### src/rtl/cpu_rst_gen_pkg.sv
// cpu_rst_gen_pkg: state encoding and counter sizing shared by the reset generator
package cpu_rst_gen_pkg;

   localparam logic [2:0] IDLE      = 3'd0;
   localparam logic [2:0] WAIT_LOCK = 3'd1;
   localparam logic [2:0] SETTLE    = 3'd2;
   localparam logic [2:0] RUN       = 3'd3;
   localparam logic [2:0] LOST      = 3'd4;

   function automatic int cw(input int n);
      return (n > 1) ? $clog2(n) : 1;
   endfunction

endpackage

### src/rtl/cpu_rst_gen_if.sv
// cpu_rst_gen_if: lock flag in, CPU reset / run / tick / loss count out
interface cpu_rst_gen_if #(parameter int LOSS_W = 8);

   logic              locked;
   logic              cpu_rst_n;
   logic              run;
   logic              tick;
   logic [LOSS_W-1:0] loss_cnt;

   modport master (input locked, output cpu_rst_n, run, tick, loss_cnt);
   modport slave  (output locked, input cpu_rst_n, run, tick, loss_cnt);

endinterface

### src/rtl/cpu_rst_gen_sync_2ff.sv
// sync_2ff: two-stage synchronizer, clears asynchronously, q follows d two edges late
module sync_2ff (
   input  logic clk,
   input  logic rst_n,
   input  logic d,
   output logic q
);

   logic m;

   // shift d through two flops; both clear on reset
   always_ff @(posedge clk or negedge rst_n)
      if (!rst_n) {q, m} <= 2'b00;
      else        {q, m} <= {m, d};

endmodule

### src/rtl/cpu_rst_gen.sv
// cpu_rst_gen: holds the CPU in reset until cpuclk lock has settled, counts lock losses, makes a slow tick
module cpu_rst_gen
   import cpu_rst_gen_pkg::*;
#(
   parameter int SETTLE_CYCLES = 16,
   parameter int HOLD_CYCLES   = 8,
   parameter int TICK_DIV      = 100,
   parameter int LOSS_W        = 8
) (
   input  logic          clk,
   input  logic          rst_n,
   cpu_rst_gen_if.master bus
);

   localparam int SW = cw(SETTLE_CYCLES);
   localparam int HW = cw(HOLD_CYCLES);
   localparam int DW = cw(TICK_DIV);

   logic              rst_i;
   logic              lock_s;
   logic [2:0]        st;
   logic [2:0]        nxt;
   logic [SW-1:0]     settle_cnt;
   logic [HW-1:0]     hold_cnt;
   logic [DW-1:0]     div_cnt;
   logic [LOSS_W-1:0] loss;
   logic              stay_run;

   sync_2ff u_rst_sync  (.clk(clk), .rst_n(rst_n), .d(1'b1),       .q(rst_i));
   sync_2ff u_lock_sync (.clk(clk), .rst_n(rst_n), .d(bus.locked), .q(lock_s));

   assign stay_run     = (st == RUN) && (nxt == RUN);
   assign bus.loss_cnt = loss;

   // next state: settle on steady lock, drop to LOST on lock loss, hold before retrying
   always_comb begin
      nxt = (st == IDLE)      ? WAIT_LOCK :
            (st == WAIT_LOCK) ? (lock_s ? SETTLE : WAIT_LOCK) :
            (st == SETTLE)    ? (!lock_s ? WAIT_LOCK :
                                 (settle_cnt == SW'(SETTLE_CYCLES - 1)) ? RUN : SETTLE) :
            (st == RUN)       ? (lock_s ? RUN : LOST) :
            (st == LOST)      ? ((hold_cnt == HW'(HOLD_CYCLES - 1)) ? WAIT_LOCK : LOST) :
                                IDLE;
   end

   // state, counters and registered outputs; outputs follow next state so they align with RUN
   always_ff @(posedge clk or negedge rst_i)
      if (!rst_i) begin
         st            <= IDLE;
         settle_cnt    <= '0;
         hold_cnt      <= '0;
         div_cnt       <= '0;
         loss          <= '0;
         bus.cpu_rst_n <= 1'b0;
         bus.run       <= 1'b0;
         bus.tick      <= 1'b0;
      end else begin
         st            <= nxt;
         settle_cnt    <= (st == SETTLE && nxt == SETTLE) ? settle_cnt + 1'b1 : '0;
         hold_cnt      <= (st == LOST && nxt == LOST) ? hold_cnt + 1'b1 : '0;
         div_cnt       <= !stay_run ? '0 : (div_cnt == DW'(TICK_DIV - 1)) ? '0 : div_cnt + 1'b1;
         loss          <= (st == RUN && !lock_s && loss != '1) ? loss + 1'b1 : loss;
         bus.cpu_rst_n <= nxt == RUN;
         bus.run       <= nxt == RUN;
         bus.tick      <= stay_run && (div_cnt == DW'(TICK_DIV - 1));
      end

endmodule
### src/flat_wrapper.sv
// flat-port wrapper written by rule: the top's interface ports become plain ports
module cpu_rst_gen_flat import cpu_rst_gen_pkg::*;
#(
   parameter int SETTLE_CYCLES = 16,
   parameter int HOLD_CYCLES   = 8,
   parameter int TICK_DIV      = 100,
   parameter int LOSS_W        = 8
)
  (clk, rst_n, bus_locked, bus_cpu_rst_n, bus_run, bus_tick, bus_loss_cnt);
  cpu_rst_gen_if #(.LOSS_W(LOSS_W)) bus_i ();
  input  logic clk;
  input  logic rst_n;
  input wire logic [$bits(bus_i.locked)-1:0] bus_locked;
  output wire logic [$bits(bus_i.cpu_rst_n)-1:0] bus_cpu_rst_n;
  output wire logic [$bits(bus_i.run)-1:0] bus_run;
  output wire logic [$bits(bus_i.tick)-1:0] bus_tick;
  output wire logic [$bits(bus_i.loss_cnt)-1:0] bus_loss_cnt;
  assign bus_i.locked = bus_locked;
  assign bus_cpu_rst_n = bus_i.cpu_rst_n;
  assign bus_run = bus_i.run;
  assign bus_tick = bus_i.tick;
  assign bus_loss_cnt = bus_i.loss_cnt;
  cpu_rst_gen #(.SETTLE_CYCLES(SETTLE_CYCLES), .HOLD_CYCLES(HOLD_CYCLES), .TICK_DIV(TICK_DIV), .LOSS_W(LOSS_W)) u_core (.clk(clk), .rst_n(rst_n), .bus(bus_i));
endmodule
### config.mk
export PLATFORM = sky130hd
export DESIGN_NAME = cpu_rst_gen_flat
export DESIGN_NICKNAME = d
export VERILOG_FILES = /design/src/rtl/cpu_rst_gen_pkg.sv /design/src/rtl/cpu_rst_gen_if.sv /design/src/rtl/cpu_rst_gen_sync_2ff.sv /design/src/rtl/cpu_rst_gen.sv /design/src/flat_wrapper.sv
export SDC_FILE = /design/constraint.sdc
export NUM_CORES = 1
export LEC_CHECK = 0
export CAP_MARGIN = 20
export CORE_MARGIN = 3
export CORE_UTILIZATION = 45
export CTS_CLUSTER_SIZE = 24
export DETAILED_ROUTE_END_ITERATION = 7
export PLACE_DENSITY = 0.77
export SYNTH_ARGS = -nofsm -noshare
export SYNTH_HDL_FRONTEND = slang
export SYNTH_HIERARCHICAL = 1
export SYNTH_SLANG_ARGS = --single-unit
### constraint.sdc
create_clock -name clk -period 1.1 [get_ports clk]
set_input_delay 0.22 -clock clk [delete_from_list [all_inputs] [get_ports clk]]
set_output_delay 0.22 -clock clk [all_outputs]
set_load 0.1 [all_outputs]
# Word-level counts from Yosys, hierarchy flattened
# Cells that the tools add are included.
totals:
  elab_cells: 48
  reg_bits: 31
classes:
  addsub: 4
  n_eq_ne: 11
  n_reduce_logical: 8
  mux: 14
op_table:
  columns: ["operator", "count"]
  rows:
  - ["$mux 3", 9]
  - ["$mux 7", 2]
  - ["$eq 3x2->1 const B", 4]
  - ["$eq 3x3->1 const B", 3]
  - ["$add 8x1->8 const B", 1]
  - ["$ne 8x8->1 const B", 1]
  - ["$add 7x1->7 const B", 1]
  - ["$eq 7x7->1 const B", 1]
  - ["$logic_and 1x1->1", 6]
  - ["$add 4x1->4 const B", 1]
  - ["$eq 4x4->1 const B", 1]
  - ["$mux 4", 1]
  - ["$add 3x1->3 const B", 1]
  - ["$eq 3x1->1 const B", 1]
  - ["$logic_not 3->1", 1]
  - ["$mux 2", 1]
  - ["$logic_not 1->1", 1]
  - ["$mux 1", 1]

# Logic depth before layout (Yosys ltp)
logic_depth:
  ltp_word: 10
  ltp_mapped: 4

# By module
# The synthesis kept the hierarchy.
by_module_without_submodules:
  columns: ["mod", "n_inst", "cells_each", "area_each_um2"]
  rows:
  - ["cpu_rst_gen", 1, 117, 1312.5]
  - ["sync_2ff", 2, 2, 50.0]

# Least setup slack after synthesis
# OpenSTA, ideal clock, no wires.
synth_timing:
  path_type: "register to register"
  from: "register u_core.loss[0], in the netlist u_core/bus.loss_cnt[0]"
  to: "register u_core.loss[1], in the netlist u_core/bus.loss_cnt[1]"
  path_stages_with_launch: 5
  setup_slack_ps: -1129
  n_path_buf: 0
  t_arrival_ps: 2101
  t_required_ps: 972
  path_cell_list: "dfrtp_1 > ha_1 > nand4_1 > o21ai_1 > mux2_1"
synth_via:
  elab_chain_cells: 2
  elab_cells_between_ends: 3
  classes_between: "add/sub (1); eq/ne (1); reduce/logical (1)"
synth_lines:
  columns: ["item", "line_no", "text"]
  rows:
  - ["from (decl)", "cpu_rst_gen.sv:26", "logic [LOSS_W-1:0] loss;"]
  - ["from (signal assigned)", "cpu_rst_gen.sv:62", "loss <= (st == RUN && !lock_s && loss != '1) ? loss + 1'b1 : loss;"]
  - ["parallel branches: the longest is 2 deep, another holds $add 8x1->8", null, null]
# Several ways; the timed one is not identified.
# A chain may end at the register's enable or synchronous reset.

# Worst setup path in the final report
layout_timing:
  from: "register u_core.loss[1], in the netlist u_core/bus.loss_cnt[1]"
  to: "register u_core.loss[3], in the netlist u_core/bus.loss_cnt[3]"
# Same word-level chain as after synthesis.

==> impl_metrics.env <==
export IMPL_antenna_found_initial=0
export IMPL_antenna_cells=0
export IMPL_clock_sinks=31
export IMPL_ctsLongestPathBuffers=2
export IMPL_violations="setup timing"
export IMPL_die_area_mm2=0.003847
export IMPL_fp_row_count=19
export IMPL_fin_util=0.8347
export IMPL_gr_total_overflow=0
export IMPL_drtIter0Drc=74
export IMPL_coreArea_mm2=0.002877
export IMPL_dpl_hpwl_um=2362
export IMPL_nets=190
export IMPL_synth_area_leaders="dfrtp_1 55%, ha_1 4.4%, mux2_1 3.2%"
export IMPL_rsz0062_at_grt="yes"
export IMPL_skew_ns=0.01101
export IMPL_seq_area_frac_synth=0.5492
export IMPL_synth_area_mm2=0.001413
export IMPL_grt_pass1_wl_um=5858
export IMPL_ant_nets=0
export IMPL_clk_pin_slew_ns=0.11
export IMPL_setup_viol=36
export IMPL_grt_max_degree=15
export IMPL_powerDensity_mw_per_mm2=2046
export IMPL_drv_cap=0
export IMPL_status="finished with violations"
export IMPL_netlist_cell_type_count=39
export IMPL_cp_slowest_cell="dfrtp_4"
export IMPL_hold_ws_ns=0.06478
export IMPL_hp_class="in2async"
export IMPL_final_cells=225
export IMPL_first_global_vias=1203
export IMPL_totalWireLength_um=4087
export IMPL_vias_per_cell=5.240
export IMPL_synthArstFlopShare=1.000
export IMPL_critPathKind="reg2reg"
export IMPL_wl_met3_um=154
export IMPL_power_total_mw=4.913
export IMPL_drt_pre_antenna_iters=4
export IMPL_clockRootBuffer="clkbuf_4"
export IMPL_ir_drop_uv=1160
export IMPL_drive_above_1_share=0.5956
export IMPL_synth_edff_count=0
export IMPL_finalMaxSlewViolations=0
export IMPL_wl_met1_um=1706
export IMPL_synthToLayoutAreaGrowth_pct=69.97
export IMPL_arrival_ns=1.78
export IMPL_synth_most_common_cell="dfrtp_1"
export IMPL_routed_top_layer="met4"
export IMPL_start_util=0.4911
export IMPL_end_kind="flop"
export IMPL_drc=0
export IMPL_finalSetupTns_ns=-8.462
export IMPL_required_ns=1.34
export IMPL_dieHeight_um=62.03
export IMPL_grt_use_total=0.2226
export IMPL_synthCells=121
export IMPL_numCtsBuffers=5
export IMPL_synth_fp_nets=129
export IMPL_die_w_um=62.03
export IMPL_netlist_top_cell_by_area="dfrtp_1"
export IMPL_gp_congestion=0.8430
export IMPL_period_share=1.402
export IMPL_ios=14
export IMPL_place_inst=208
export IMPL_dr_wl_met2_um=2039
export IMPL_synth_common_cells="31 x dfrtp_1, 12 x nor2_1, 7 x nand2_1"
export IMPL_crit_fanout=4
export IMPL_cp_start_kind="flop"
export IMPL_path_cells="ha_4 -> nand4_1 -> buf_4 -> o211ai_1 -> xnor2_1"
export IMPL_synth_ff_type="dfrtp_1"
export IMPL_cts_max_level=2
export IMPL_min_period_ns=1.542
export IMPL_wl_per_cell_um=18.16
export IMPL_synth_top_area_share=0.5492
export IMPL_setup_ws_ns=-0.4417
export IMPL_p_leak_nw=1.034
export IMPL_yosysWarnings=6
export IMPL_fmax_mhz=648.6
export IMPL_clock_latency_ns=0.35
export IMPL_crit_path_max_incr_delay_ns=0.45
export IMPL_hold_viol=0
export IMPL_avgSynthCellArea_um2=11.67
export IMPL_synth_seq_cells=31
export IMPL_cts_tree="built"
export IMPL_via_count=1179
export IMPL_portBuffers=13
## power breakdown
| part | internal [mW] | switching [mW] |
|---|---|---|
| combinational | 1.13 | 1.29 |
| sequential | 1.34 | 0.196 |
| clock | 0.537 | 0.418 |
| total | 3.01 | 1.90 |
## routing by layer
layer | up-vias | GRT usage
met3 | 15 | 0.08264
met2 | 34 | 0.3639
met1 | 587 | 0.2560
li1 | 543 | -
met5 | - | 0
met4 | 0 | 0.1091
## cells by family (layout without fill, tap and decap cells)
group	after synthesis	after routing	share of synthesized area
adder cells (fa/ha/maj)	5	5	0.04429
AND/OR/NAND/NOR	51	51	0.2250
XOR/XNOR	8	8	0.04960
other	1	1	0.002655
multiplexers	4	4	0.03188
buffers and inverters	7	69	0.02479
AO/OA/AOI/OAI	14	14	0.07262
flip-flops	31	31	0.5492
## state kept, by name, indices dropped and copies added, names as in the netlist
name	flops
u_core/bus.tick	1
u_core/bus.run	1
u_core/u_rst_sync/m	1
u_core/settle_cnt	4
u_core/u_lock_sync/q	1
u_core/u_rst_sync/q	1
u_core/bus.loss_cnt	8
u_core/div_cnt	7
u_core/hold_cnt	3
u_core/u_lock_sync/m	1
u_core/st	3
## per-stage QoR
stage	worst slack [ns]	area [µm²]
6_report	-0.4417	2401
5_1_grt	-0.5323	2401
4_1_cts	-0.3322	2277
3_5_place_dp	-0.3491	2038
3_3_place_gp	-0.2983	2038
2_1_floorplan	-0.5554	1506
## layout by cell type (no fill, tap or decap), drive strengths merged, types with 3 or more instances in the layout
master  synthesis  routed
buf             3      55
dfrtp          31      31
nor2           12      12
nand2           7       7
clkbuf          0       6
nand3           5       5
xnor2           5       5
ha              5       5
nand2b          4       4
mux2            4       4
inv             4       4
o21ai           4       4
and3            3       3
a21oi           3       3
xor2            3       3
## final timing paths
path / start / endpoint / slack, ns / cells after the start
min: rst_n / u_core/u_rst_sync/q / 0.06 / 1
min in group clk: bus_locked / u_core/u_lock_sync/m / 0.31 / 1
min reg2reg: u_core/u_rst_sync/q / u_core/bus.loss_cnt[3] / 0.20 / 1
max: u_core/bus.loss_cnt[1] / u_core/bus.loss_cnt[3] / -0.44 / 5
max reg2reg: u_core/bus.loss_cnt[1] / u_core/bus.loss_cnt[3] / -0.44 / 5
max in group asynchronous: u_core/u_rst_sync/q / u_core/bus.run / 0.69 / 1
## what timing repair did
item,in CTS,in global routing
hold buffers,0,0
setup endpoints to repair,36,37
setup buffers,5,4
pin swaps,12,9
resized for setup,25,19
## critical path, delay by kind of cell, from the launching register on
kind | cells | cell delay [ns]
simple gates | 1 | 0.21
buf+inv | 1 | 0.23
xor+xnor | 1 | 0.21
fa+ha+maj | 1 | 0.14
compound gates | 1 | 0.18
flops | 1 | 0.45
## area by class of cell
class | instances | area, µm²
fill | 130 | 475.5
timing repair buffer | 57 | 619.3
clock inverter | 2 | 35.03
tap | 42 | 52.55
clock buffer | 6 | 51.30
inverter | 4 | 15.01
multi-input combinational | 83 | 817.0
sequential | 31 | 810.8
Power figures use the tool's default switching activity.
